### config.mk
export PLATFORM = sky130hd
export DESIGN_NAME = stack_cpu_core
export DESIGN_NICKNAME = d
export VERILOG_FILES = /design/src/rtl/stack_cpu_core.sv
export SDC_FILE = /design/constraint.sdc
export NUM_CORES = 1
export LEC_CHECK = 0
export BUFFER_PORTS_ARGS = -buffer_cell sky130_fd_sc_hd__buf_4
export CORE_MARGIN = 4
export CORE_UTILIZATION = 46
export DETAILED_ROUTE_END_ITERATION = 7
export HOLD_SLACK_MARGIN = 0.06
export MAX_ROUTING_LAYER = met4
export PLACE_DENSITY_LB_ADDON = 0.12
export REMOVE_ABC_BUFFERS = 1
export SLEW_MARGIN = 0
export SYNTH_ARGS = -nofsm -noshare
export SYNTH_HDL_FRONTEND = slang
export SYNTH_SLANG_ARGS = --single-unit
### constraint.sdc
create_clock -name clk -period 9 [get_ports clk]
set_input_delay 1.8 -clock clk [delete_from_list [all_inputs] [get_ports clk]]
set_output_delay 1.8 -clock clk [all_outputs]
set_load 0.02 [all_outputs]
### src/rtl/stack_cpu_core.sv
// Control and datapath core of the 8-bit stack processor: fetches the stack ISA
// from a negedge-clocked unified memory and executes it on an internal LIFO.
module stack_cpu_core #(
   parameter int STACK_DEPTH = 16,
   parameter int SP_W        = 5
) (
   input  logic            clk,
   input  logic            resetN,
   input  logic [7:0]      data_out,
   output logic [7:0]      address,
   output logic            readwriteN,
   output logic [7:0]      data_in,
   output logic            halted,
   output logic            error,
   output logic [7:0]      tos,
   output logic [SP_W-1:0] sp
);
   localparam int IDX_W = $clog2(STACK_DEPTH);

   localparam logic [7:0] OP_PUSHC  = 8'h00;
   localparam logic [7:0] OP_PUSH   = 8'h01;
   localparam logic [7:0] OP_POP    = 8'h02;
   localparam logic [7:0] OP_ADD    = 8'h06;
   localparam logic [7:0] OP_SUB    = 8'h07;
   localparam logic [7:0] OP_FINISH = 8'h0F;

   typedef enum logic [1:0] {FETCH, OPERAND, EXEC, HALT} state_t;

   state_t          state_q, state_d;
   logic [7:0]      pc_q, pc_d, ir_q, ir_d, opr_q, opr_d;
   logic [SP_W-1:0] sp_q, sp_d;
   logic            halted_q, halted_d, error_q, error_d;

   logic [7:0]      stack_q [STACK_DEPTH];
   logic            stk_we;
   logic [IDX_W-1:0] stk_widx;
   logic [7:0]      stk_wdata;
   logic [7:0]      top_a, top_b;
   logic            stk_empty, stk_full, stk_lt2, fault;

   always_comb begin
      stk_empty = (sp_q == '0);
      stk_full  = (sp_q == SP_W'(STACK_DEPTH));
      stk_lt2   = (sp_q < SP_W'(2));
      top_a     = stk_empty ? 8'h00 : stack_q[IDX_W'(sp_q - SP_W'(1))];
      top_b     = stk_lt2   ? 8'h00 : stack_q[IDX_W'(sp_q - SP_W'(2))];
   end

   // NOTE: every signal gets a default before the case so no latch is inferred.
   always_comb begin
      state_d   = state_q;
      pc_d      = pc_q;
      ir_d      = ir_q;
      opr_d     = opr_q;
      sp_d      = sp_q;
      halted_d  = halted_q;
      error_d   = error_q;
      stk_we    = 1'b0;
      stk_widx  = IDX_W'(sp_q);
      stk_wdata = opr_q;
      fault     = 1'b0;
      unique case (state_q)
         FETCH: begin
            ir_d    = data_out;
            pc_d    = pc_q + 8'd1;
            state_d = (data_out <= OP_POP) ? OPERAND : EXEC;
         end
         OPERAND: begin
            opr_d   = data_out;
            pc_d    = pc_q + 8'd1;
            state_d = EXEC;
         end
         EXEC: begin
            state_d = FETCH;
            case (ir_q)
               OP_PUSHC, OP_PUSH: begin
                  if (stk_full) fault = 1'b1;
                  else begin
                     stk_we    = 1'b1;
                     stk_wdata = (ir_q == OP_PUSHC) ? opr_q : data_out;
                     sp_d      = sp_q + SP_W'(1);
                  end
               end
               OP_POP: begin
                  if (stk_empty) fault = 1'b1;
                  else sp_d = sp_q - SP_W'(1);
               end
               OP_ADD, OP_SUB: begin
                  // Result lands in B's slot, so the net effect is one pop.
                  if (stk_lt2) fault = 1'b1;
                  else begin
                     stk_we    = 1'b1;
                     stk_widx  = IDX_W'(sp_q - SP_W'(2));
                     stk_wdata = (ir_q == OP_ADD) ? (top_a + top_b) : (top_a - top_b);
                     sp_d      = sp_q - SP_W'(1);
                  end
               end
               OP_FINISH: begin
                  state_d  = HALT;
                  halted_d = 1'b1;
               end
               default: fault = 1'b1;
            endcase
         end
         HALT: ;
         default: state_d = FETCH;
      endcase
      if (fault) begin
         state_d  = HALT;
         halted_d = 1'b1;
         error_d  = 1'b1;
         sp_d     = sp_q;
         stk_we   = 1'b0;
      end
   end

   always_comb begin
      address    = pc_q;
      readwriteN = 1'b1;
      data_in    = 8'h00;
      if (state_q == EXEC) begin
         if (ir_q == OP_PUSH) address = opr_q;
         if (ir_q == OP_POP) begin
            address    = opr_q;
            data_in    = top_a;
            readwriteN = stk_empty;
         end
      end
   end

   // NOTE: non-blocking assignments so all state updates see pre-edge values.
   always_ff @(posedge clk or negedge resetN) begin
      if (!resetN) begin
         state_q  <= FETCH;
         pc_q     <= 8'h00;
         ir_q     <= 8'h00;
         opr_q    <= 8'h00;
         sp_q     <= '0;
         halted_q <= 1'b0;
         error_q  <= 1'b0;
      end else begin
         state_q  <= state_d;
         pc_q     <= pc_d;
         ir_q     <= ir_d;
         opr_q    <= opr_d;
         sp_q     <= sp_d;
         halted_q <= halted_d;
         error_q  <= error_d;
      end
   end

   // NOTE: stack storage is not reset; sp alone defines which entries are valid.
   always_ff @(posedge clk) begin
      if (stk_we) stack_q[stk_widx] <= stk_wdata;
   end

   assign halted = halted_q;
   assign error  = error_q;
   assign tos    = top_a;
   assign sp     = sp_q;
endmodule
### After elaboration in Yosys (flattened, before gate mapping)

Memory sizes are Yosys's and may differ from the RTL's.
Index checks and enable logic that the tools add are counted.

| word-level totals | value |
|---|---|
| register bits after elaboration | 33 |
| latch bits | 0 |
| memory bits (writable) | 128 |
| memory bits (read-only) | 0 |
| bits of input ports | 10 |
| output and inout port bits | 32 |
| word-level logic and storage cells | 81 |
| memories kept | 1 |

Memory list:

| name | words | bits a word | read ports | clocked after Yosys merged registers in | write ports | RTL line | source |
|---|---|---|---|---|---|---|---|
| stack_q | 16 | 8 | 2 | 0 | 1 | 34 | `logic [7:0] stack_q [STACK_DEPTH];` |

| operators by class | value |
|---|---|
| add/subtract/negate cells | 6 |
| multiply operators | 0 |
| div/mod/pow operators | 0 |
| magnitude comparators | 2 |
| equal/unequal tests | 11 |
| shifts and indexed selects | 0 |
| mux-type cells | 41 |
| bitwise logic cells | 1 |
| reductions and logical operators | 12 |

Operators with widths:

| kind | count |
|---|---|
| 2-to-1 mux 8 bit | 12 |
| == test 8 x 3 -> 1 bit, second input constant | 2 |
| one-hot mux 8 bit (2 select lines) | 1 |
| 2-to-1 mux 1 bit | 15 |
| 2-to-1 mux 5 bit | 3 |
| one-hot mux 5 bit (3 select lines) | 1 |
| 2-to-1 mux 4 bit | 3 |
| adder 8 x 1 -> 8 bit, second input constant | 1 |
| adder 8 bit | 1 |
| == test 8 x 1 -> 1 bit, second input constant | 1 |
| == test 8 x 2 -> 1 bit, second input constant | 1 |
| == test 8 x 4 -> 1 bit, second input constant | 1 |
| less-or-equal comparator 8 x 2 -> 1 bit, second input constant | 1 |
| zero test 8 bit | 1 |
| subtractor 8 bit | 1 |
| 2-to-1 mux 2 bit | 3 |
| != test 2 bit, second input constant | 3 |
| one-hot mux 2 bit (3 select lines) | 1 |
| AND reduction 6 bit | 1 |
| OR reduction 2 bit | 3 |
| adder 5 x 1 -> 5 bit, second input constant | 1 |
| == test 5 bit, second input constant | 1 |
| zero test 5 bit | 1 |
| less-than comparator 5 x 2 -> 1 bit, second input constant | 1 |
| 12 further kinds | 13 |

### Depth between registers and ports, before layout

Gate-level depths: netlist of run 1.
An unclocked memory read counts as a cell.

| depth | value |
|---|---|
| depth after elaboration | 8 |
| gate-level depth with buffers | 23 |
| gate-level depth less buffers | 18 |

### Worst setup path after synthesis of run 1

Ideal clock, no wire load.

| timing | value |
|---|---|
| kind | register to register |
| start | register sp_q[1], in the netlist sp[1] |
| end | memory stack_q[0][7] (data pin) |
| library setup time | 0.307 ns |
| arrival time | 5.343 ns |
| required time | 8.693 ns |
| slack | 3.350 ns |
| stages on the path, launching flop included | 20 |
| path buffers | 4 |
| clock period less this slack | 5.650 ns |
| path through | dfrtp_1 buf_4 buf_2 clkinv_1 ha_1 clkbuf_1 buf_1 mux4_2 nand2_1 nand3_1 nand3_1 inv_1 ha_1 a21o_1 a211oi_1 nor2_1 o41ai_1 xnor3_1 xnor2_1 a221o_1 |

| between the ends | value |
|---|---|
| word-level cells in the longest chain between the ends | 8 |

Ends and longest elaborated chain:

| what | RTL line | source |
|---|---|---|
| start: declaration | 31 | `logic [SP_W-1:0] sp_q, sp_d;` |
| start signal: assignment | 146 | `sp_q <= sp_d;` |
| subtractor 5 x 1 -> 5 bit | n/a |  |
| memory (16 x 8 bit) | n/a |  |
| 2-to-1 mux 8 bit (*) | 45 | `top_a = stk_empty ? 8'h00 : stack_q[IDX_W'(sp_q - SP_W'(1))];` |
| via tos[1] | 15 | `output logic [7:0] tos,` |
| subtractor 8 bit or adder 8 bit (tied branches) | 94 | `stk_wdata = (ir_q == OP_ADD) ? (top_a + top_b) : (top_a - top_b);` |
| 2-to-1 mux 8 bit (*) | 94 |  |
| 2-to-1 mux 8 bit (*) | 90 | `if (stk_lt2) fault = 1'b1;` |
| one-hot mux 8 bit (2 select lines) (*) | 75 | `case (ir_q)` |
| 2-to-1 mux 8 bit (*) | 62 | `unique case (state_q)` |
| via stk_wdata[7] | 37 | `logic [7:0] stk_wdata;` |
| end: declaration | 34 |  |

The timed path passes the listed nets; every way through them passes the cells marked *.

### Worst setup path in the final report of run 1

| timing | value |
|---|---|
| start | register sp_q[1], in the netlist sp[1] |
| end | memory stack_q[15][7] (data pin) |

| between the ends | value |
|---|---|
| word-level cells in the longest chain between the ends | 8 |

Ends and longest elaborated chain:

| what | RTL line |
|---|---|
| subtractor 5 x 1 -> 5 bit or subtractor 4 x 2 -> 4 bit (tied branches) | n/a |
| memory (16 x 8 bit) | n/a |
| 2-to-1 mux 8 bit (on tied branches) | 45, 46 |
| subtractor 8 bit or adder 8 bit (tied branches) | 94 |
| 2-to-1 mux 8 bit | 94 |
| 2-to-1 mux 8 bit | 90 |
| one-hot mux 8 bit (2 select lines) (*) | 75 |
| 2-to-1 mux 8 bit (*) | 62 |
| via stk_wdata[7] | 37 |

Marks and branches as above.

==> out/metrics.csv, run 1 <==
stage,metric,value,unit
setup_path,cp.arrival,6.60,ns
routing,avgRoutedWirePerCell,24.5,um
setup_path,required,9.09,ns
cts,clock-sinks,161,
synthesis,yosys_most_used_dff,edfxtp_1,
timing,layout_min_cycle_time,6.51,ns
finish,fin_nets,677,
worst_hold_path,holdCritPathClass,register to register,
cts,clockBufferDepth,2,
timing,setup_viol,0,
synthesis,synthCells,599,
routing,firstDrtPassIters,5,
finish,num_antenna_cells,0,
pwr,ir_drop,165,uV
timing,period_share,72.3,%
routing,drt_wl_total,21800,um
setup_path,critPathSlowestCell,dfrtp_2,
cts,postCtsHoldBufs,0,
pwr,total_leakage_power,3.31,nW
setup_path,worstSetupStartpointType,register,
placement,dpl.hpwl,15400,um
cts,cts_buffers,17,
floorplan,initial_core_util,47.4,%
global_route,antenna_found_initial,0,
timing,rsz0062_at_grt,no,
routing,drc,0,
synthesis,async_flop_share,20.5,%
pwr,p_per_area,157,nW/um2
worst_hold_path,hold_start,halted$_DFFE_PN0P_,
global_route,grt_pass1_vias,5453,
global_route,grt_pass1_wl,33400,um
run,maxCapViolCount,0,
setup_path,r2r_start,sp[1]$_DFFE_PN0P_,
setup_path,worstPathBufferInverterCount,3,
cts,clock_latency,0.43,ns
cts,postCtsResizedCells,0,
floorplan,die_area,21100,um2
routing,vias,5390,
timing,relSlewSlack,18.7,%
setup_path,crit_path_frequent_cell,ha_1,
setup_path,critical_path.max_fanout,31,
setup_path,cpPeakStageDelay,0.98,ns
global_route,grt-ovfl-total,0,
worst_hold_path,holdPathStages,1,
setup_path,ff2ff_setup_slack,2.49,ns
synthesis,avgSynthCellArea,14.5,um2
outcome,status,finished clean,
cts,cts_tree,yes,
setup_path,cp_cell_sequence,"clkinv_1, ha_1, buf_4, mux4_1, mux2i_1, o22ai_1, inv_1, ha_1, o21a_1, ha_1, a21o_1, a211oi_1, nor2_1, o41ai_1, xnor3_1, xnor2_1, a221o_1",
floorplan,core_area,18300,um2
timing,tightest_slew,1.21,ns
routing,drt_iter0_markers,403,
floorplan,fp.dieW,145,um
timing,whs,0.463,ns
cts,postCtsSetupRepairBufs,0,
synthesis,syn_area,8670,um2
synthesis,ys_seq_area_share,53.9,%
routing,drtAntennaViolNets,0,
global_route,grt_usage,21.8,%
timing,max_freq,154,MHz
setup_path,r2r_end,stack_q[15][7]$_DFFE_PP_,
synthesis,synth_cell_types,60,
synthesis,ys_warn_count,0,
setup_path,path_delay_family,compound AO/OA/AOI/OAI gates,
timing,clock_skew,0.00896,ns
finish,drive_gt1_share,28.2,%
floorplan,top_level_ports,42,
timing,finalHoldViolCount,0,
worst_hold_path,holdPathEnd,halted$_DFFE_PN0P_,
cts,path_clk_slew,0.07,ns
finish,syn_to_final_growth,13.5,%
timing,slew_violations,0,
global_route,grt_max_degree,40,
cts,root_buffer,clkbuf_16,
placement,routabilityCongestion,0.915,
floorplan,rows,49,
setup_path,critPathKind,register to register,
timing,setup_tns,0,ns
cts,htreeDepth,4,
synthesis,ys_seq_elements,161,
routing,viasPerCell,6.07,
setup_path,endpoint_kind,register,
synthesis,synth_edf_count,128,
floorplan,dieHeight,145,um
setup_path,reg2reg_depth,17,
placement,portBuffers,41,
==> per-stage QoR <==
step	total power [W]	worst slack [ns]	util (%)	instances	instance area, um2
global route	0.00159	2.00	53.8	888	9830
global placement	0.000818	2.56	50.5	856	9230
CTS	0.00155	2.40	53.8	888	9830
floorplan	0.000810	2.17	-	567	8480
finish	0.00154	2.49	53.8	888	9830
detailed placement	0.000818	2.45	50.5	856	9230
==> how the worst max path moves through the flow <==
stage / from / end / cells after the start
after global placement: sp[1]$_DFFE_PN0P_ / stack_q[8][7]$_DFFE_PP_ / 17
after floorplan: sp[0]$_DFFE_PN0P_ / stack_q[0][7]$_DFFE_PP_ / 15
after CTS: sp[1]$_DFFE_PN0P_ / stack_q[15][7]$_DFFE_PP_ / 17
after detailed placement: sp[1]$_DFFE_PN0P_ / stack_q[15][7]$_DFFE_PP_ / 17
final: sp[1]$_DFFE_PN0P_ / stack_q[15][7]$_DFFE_PP_ / 17
after global routing: sp[1]$_DFFE_PN0P_ / stack_q[3][7]$_DFFE_PP_ / 19
==> worst reg2reg max path, stage by stage (launching register included) <==
cell,delay (ns)
dfrtp_2,0.98
clkinv_1,0.53
ha_1,0.85
buf_4,0.39
mux4_1,0.33
mux2i_1,0.15
o22ai_1,0.14
inv_1,0.14
ha_1,0.24
o21a_1,0.21
ha_1,0.28
a21o_1,0.20
a211oi_1,0.23
nor2_1,0.09
o41ai_1,0.34
xnor3_1,0.40
xnor2_1,0.14
a221o_1,0.54
==> cell usage after synthesis, types with 9 or more instances <==
library cell | n | share of area (%)
a21oi_1 | 10 | 0.58
nand2_1 | 54 | 2.3
o22ai_1 | 9 | 0.65
clkbuf_1 | 16 | 0.69
nor2_1 | 42 | 1.8
edfxtp_1 | 128 | 44
mux4_1 | 11 | 3.3
xnor2_1 | 20 | 2.0
mux2_2 | 25 | 3.2
mux2i_1 | 24 | 2.8
mux4_2 | 53 | 14
ha_1 | 20 | 2.9
o21ai_0 | 14 | 0.81
inv_1 | 20 | 0.87
dfrtp_1 | 33 | 9.5
nand3_1 | 16 | 0.92
==> state kept, by name, indices dropped and copies added (netlist names) <==
register  flops
error         1
halted        1
ir_q          8
opr_q         8
pc_q          8
sp            5
stack_q     128
state_q       2
==> cell usage in the layout, fill, tap and decap left out, types with 5 or more instances in the layout <==
cell	netlist	layout
mux2i_1	24	24
mux4_1	11	11
a22oi_1	8	8
a21oi_1	10	10
nand2_1	54	54
inv_1	20	20
nand2b_1	5	5
xor2_1	5	5
xnor2_1	20	19
a21o_1	8	8
ha_1	20	20
edfxtp_1	128	128
o22ai_1	9	9
dfrtp_1	33	31
mux2_2	25	25
buf_4	1	60
nand4_1	7	7
o21ai_0	14	14
clkbuf_16	0	17
mux4_2	53	53
nor3_1	6	6
nor2_1	42	42
nand3_1	16	16
==> area by class of cell <==
cell class              count  area, um2
repair buffers             60        450
multi-input cells         384       3740
well taps                 229        287
inverters                  22       85.1
clock inverters            14        173
clock buffers              18        429
flip-flops and latches    161       4670
fillers                  1481       8440
==> logic make-up after synthesis <==
family	count (synthesis)	synth area share, %
DFF	161	53.9
buffers and inverters	54	3.15
xor gates and xnor gates	26	2.79
AOI/OAI and AO/OA	65	4.92
and+or+nand+nor	159	9.02
muxes	113	23.1
adders and majority gates	21	3.12
==> power breakdown <==
group          switching (W)  internal [W]    total, W
Combinational     0.00000558    0.00000288  0.00000846
Sequential                 0      0.000793    0.000793
Clock               0.000319      0.000419    0.000738
Total               0.000325       0.00121     0.00154
==> per-layer routing <==
layer  share of wire [%]  wire length (um)  track usage (%)
met5                   0                 0                -
met4                 2.6               561             6.84
met1                  43              9350             28.0
met2                  49             10600             34.5
met3                 5.8              1270             5.36
(Power assumes the default switching activity.)
==> run 2, diff against run 1 <==
--- a/config.mk
+++ b/config.mk
@@ -5,6 +5,7 @@
 export SDC_FILE = /design/constraint.sdc
 export NUM_CORES = 1
 export LEC_CHECK = 0
+export ABC_AREA = 1
 export BUFFER_PORTS_ARGS = -buffer_cell sky130_fd_sc_hd__buf_4
 export CORE_MARGIN = 4
 export CORE_UTILIZATION = 46
==> constraint.sdc (replaced) <==
create_clock -name clk -period 6.7 [get_ports clk]
set_input_delay 1.34 -clock clk [delete_from_list [all_inputs] [get_ports clk]]
set_output_delay 1.34 -clock clk [all_outputs]
set_load 0.02 [all_outputs]
==> out/metrics.csv, run 2 <==
stage,metric,value,unit,change
outcome,status,finished clean,,
finish,finalNonFillerCells,1456,,+64%
timing,relSlewSlack,16.4,%,-2.3 points
finish,layout_commonest_cell,nand2_1,,
setup_path,worstSetupStartpointType,register,,
synthesis,yosys_most_used_dff,edfxtp_1,,
floorplan,core_area,20300,um2,+11%
cts,clock_latency,0.43,ns,about the same
setup_path,crit_path_frequent_cell,nand2_1,,
synthesis,async_flop_share,20.5,%,unchanged
routing,drt_wl_total,27400,um,+26%
floorplan,fp.dieW,152,um,+4.5%
timing,max_freq,182,MHz,+19%
routing,firstDrtPassIters,6,,+1
synthesis,ys_seq_area_share,49.1,%,-4.8 points
cts,postCtsSetupRepairBufs,0,,unchanged
finish,utilization,51.9,%,-2.0 points
routing,vias,7837,,+45%
setup_path,cp_cell_sequence,"inv_2, ha_1, buf_4, nand2_1, a21oi_1, o311ai_0, nand3_1, inv_1, ha_1, a21oi_1, nand2_1, a21oi_1, nand3_1, nand2_1, inv_1, nand2_1, nand3_1, a21oi_2",,
timing,layout_min_cycle_time,5.48,ns,-1.03 ns
placement,place_inst,1424,,+66%
setup_path,critical_path.max_fanout,79,,+150%
setup_path,critPathKind,register to register,,
cts,clockBufferDepth,2,,unchanged
synthesis,yosys-top-cells-count,"nand2_1 (277), inv_1 (154), nand3_1 (140), edfxtp_1 (128), o21ai_0 (92)",,
placement,dpl.hpwl,18300,um,+19%
routing,drtAntennaViolNets,0,,unchanged
synthesis,synth_cell_types,49,,-18%
routing,drt_iter0_markers,863,,+110%
global_route,grt-ovfl-total,0,,unchanged
synthesis,synthTopCellsByArea,"edfxtp_1 (40%), nand2_1 (11%), dfrtp_1 (8.7%), nand3_1 (7.4%), inv_1 (6.1%)",,
timing,setup_viol,0,,unchanged
routing,avgRoutedWirePerCell,18.8,um,-23%
finish,syn_to_final_growth,10.6,%,
global_route,grt_pass1_vias,7341,,+35%
global_route,antenna_found_initial,1,,+1
cts,root_buffer,clkbuf_16,,
cts,htreeDepth,4,,unchanged
cts,path_clk_slew,0.07,ns,about the same
synthesis,synthCells,1152,,+92%
floorplan,die_area,23100,um2,+9.3%
synthesis,yosys.area.top_type,edfxtp_1,,
setup_path,crit_start,sp[0]$_DFFE_PN0P_,,
setup_path,cpPeakStageDelay,0.91,ns,-0.07 ns
finish,largest_register_ffs,128,,unchanged
global_route,grt_usage,24.5,%,+2.7 points
timing,setup_tns,0,ns,unchanged
floorplan,dieHeight,152,um,+4.5%
routing,viasPerCell,5.38,,-11%
worst_hold_path,hold_start,halted$_DFFE_PN0P_,,
synthesis,syn_area,9520,um2,+9.8%
synthesis,synth_edf_count,128,,unchanged
cts,clock-sinks,161,,unchanged
pwr,total_leakage_power,4.41,nW,+33%
finish,layout_common_cells,"nand2_1 (277), inv_1 (154), nand3_1 (140), edfxtp_1 (128), o21ai_0 (88)",,
placement,portBuffers,41,,unchanged
pwr,ir_drop,172,uV,+4.3%
timing,whs,0.473,ns,+0.00962 ns
timing,period_share,81.8,%,+9.5 points
floorplan,rows,52,,+6.1%
global_route,grt_pass1_wl,42500,um,+27%
cts,postCtsResizedCells,0,,unchanged
timing,rsz0062_at_grt,no,,
finish,drive_gt1_share,10.5,%,-18 points
timing,tightest_slew,1.25,ns,+0.0348 ns
finish,largest-register,stack_q,,
setup_path,critPathSlowestCell,dfrtp_4,,
placement,routabilityCongestion,0.909,,-0.60%
timing,clock_skew,0.00884,ns,-0.000124 ns
floorplan,initial_core_util,46.9,%,-0.56 points
worst_hold_path,holdCritPathClass,register to register,,
cts,cts_tree,yes,,
cts,postCtsHoldBufs,0,,unchanged
run,maxCapViolCount,0,,unchanged
synthesis,ys_warn_count,0,,unchanged
finish,fin_nets,1204,,+78%
finish,num_antenna_cells,0,,unchanged
setup_path,r2r_start,sp[0]$_DFFE_PN0P_,,
timing,finalHoldViolCount,0,,unchanged
global_route,grt_max_degree,80,,+100%
cts,cts_buffers,17,,unchanged
timing,slew_violations,0,,unchanged
setup_path,endpoint_kind,register,,
synthesis,synth_top_area_share,40.4,%,-4.0 points
synthesis,avgSynthCellArea,8.26,um2,-43%
synthesis,yosysMostFrequentCell,nand2_1,,
setup_path,cp.arrival,5.61,ns,-0.99 ns
floorplan,top_level_ports,42,,unchanged
setup_path,required,6.83,ns,-2.26 ns
pwr,p_per_area,194,nW/um2,+24%
routing,drc,0,,unchanged
synthesis,ys_seq_elements,161,,unchanged
-- run 2: layout make-up --
class	instances	area [um2]
Fill cell	1932	9770
Sequential cell	161	4670
Multi-Input combinational cell	770	3890
Inverter	165	619
Timing Repair Buffer	58	435
Clock buffer	18	429
Tap cell	270	338
Clock inverter	14	145
-- run 2: power breakdown --
group	total, W	leakage [nW]	switching [W]	internal [W]
sequential	0.00107	1.78	0	0.00107
combinational	0.0000122	2.35	0.00000828	0.00000395
clock	0.000964	0.278	0.000440	0.000525
total	0.00204	4.41	0.000448	0.00159
-- run 2: per-layer routing --
layer  track usage (%)  part of all wire [%]
met4              5.91                   1.3
met3              3.87                   6.9
met2              37.1                    46
met5                 -                     0
met1              34.9                    46
-- run 2: path summary, 6_finish.rpt --
| kind | end | slack (ns) | cells after the start |
|---|---|---|---|
| worst max-delay path | stack_q[14][7]$_DFFE_PP_ | 1.22 | 18 |
| worst min-delay path | halted$_DFFE_PN0P_ | 0.47 | 2 |
| worst max register to register | stack_q[14][7]$_DFFE_PP_ | 1.22 | 18 |
| worst min register to register | halted$_DFFE_PN0P_ | 0.47 | 2 |
| max in group asynchronous | sp[0]$_DFFE_PN0P_ | 5.54 | 1 |
| min in group asynchronous | halted$_DFFE_PN0P_ | 0.83 | 1 |
-- run 2: cell families (layout without fill, tap and decap cells) --
| family | count (synthesis) | in the layout | share of synthesized area, % |
|---|---|---|---|
| adder cells (fa/ha/maj) | 21 | 21 | 2.84 |
| flip-flops | 161 | 161 | 49.1 |
| AO/OA/AOI/OAI | 193 | 193 | 11.1 |
| XOR/XNOR | 24 | 24 | 2.60 |
| AND/OR/NAND/NOR | 532 | 532 | 24.3 |
| buffers and inverters | 221 | 255 | 10.1 |
-- run 2: critical path, delay by kind of cell, from the launching register on --
family	cells	cell delay, ns
AO/OA/AOI/OAI	5	1.95
flip-flops	1	0.91
adder cells (fa/ha/maj)	2	0.68
AND/OR/NAND/NOR	7	0.79
buffers and inverters	4	0.83
-- run 2: through the flow --
step                worst slack, ns  instance area (um2)  total power [W]
floorplan                     -2.19                 9180          0.00109
global placement               1.46                 9960          0.00110
detailed placement             1.41                 9960          0.00110
CTS                            1.37                10500          0.00205
global route                  0.939                10500          0.00211
finish                         1.22                10500          0.00204
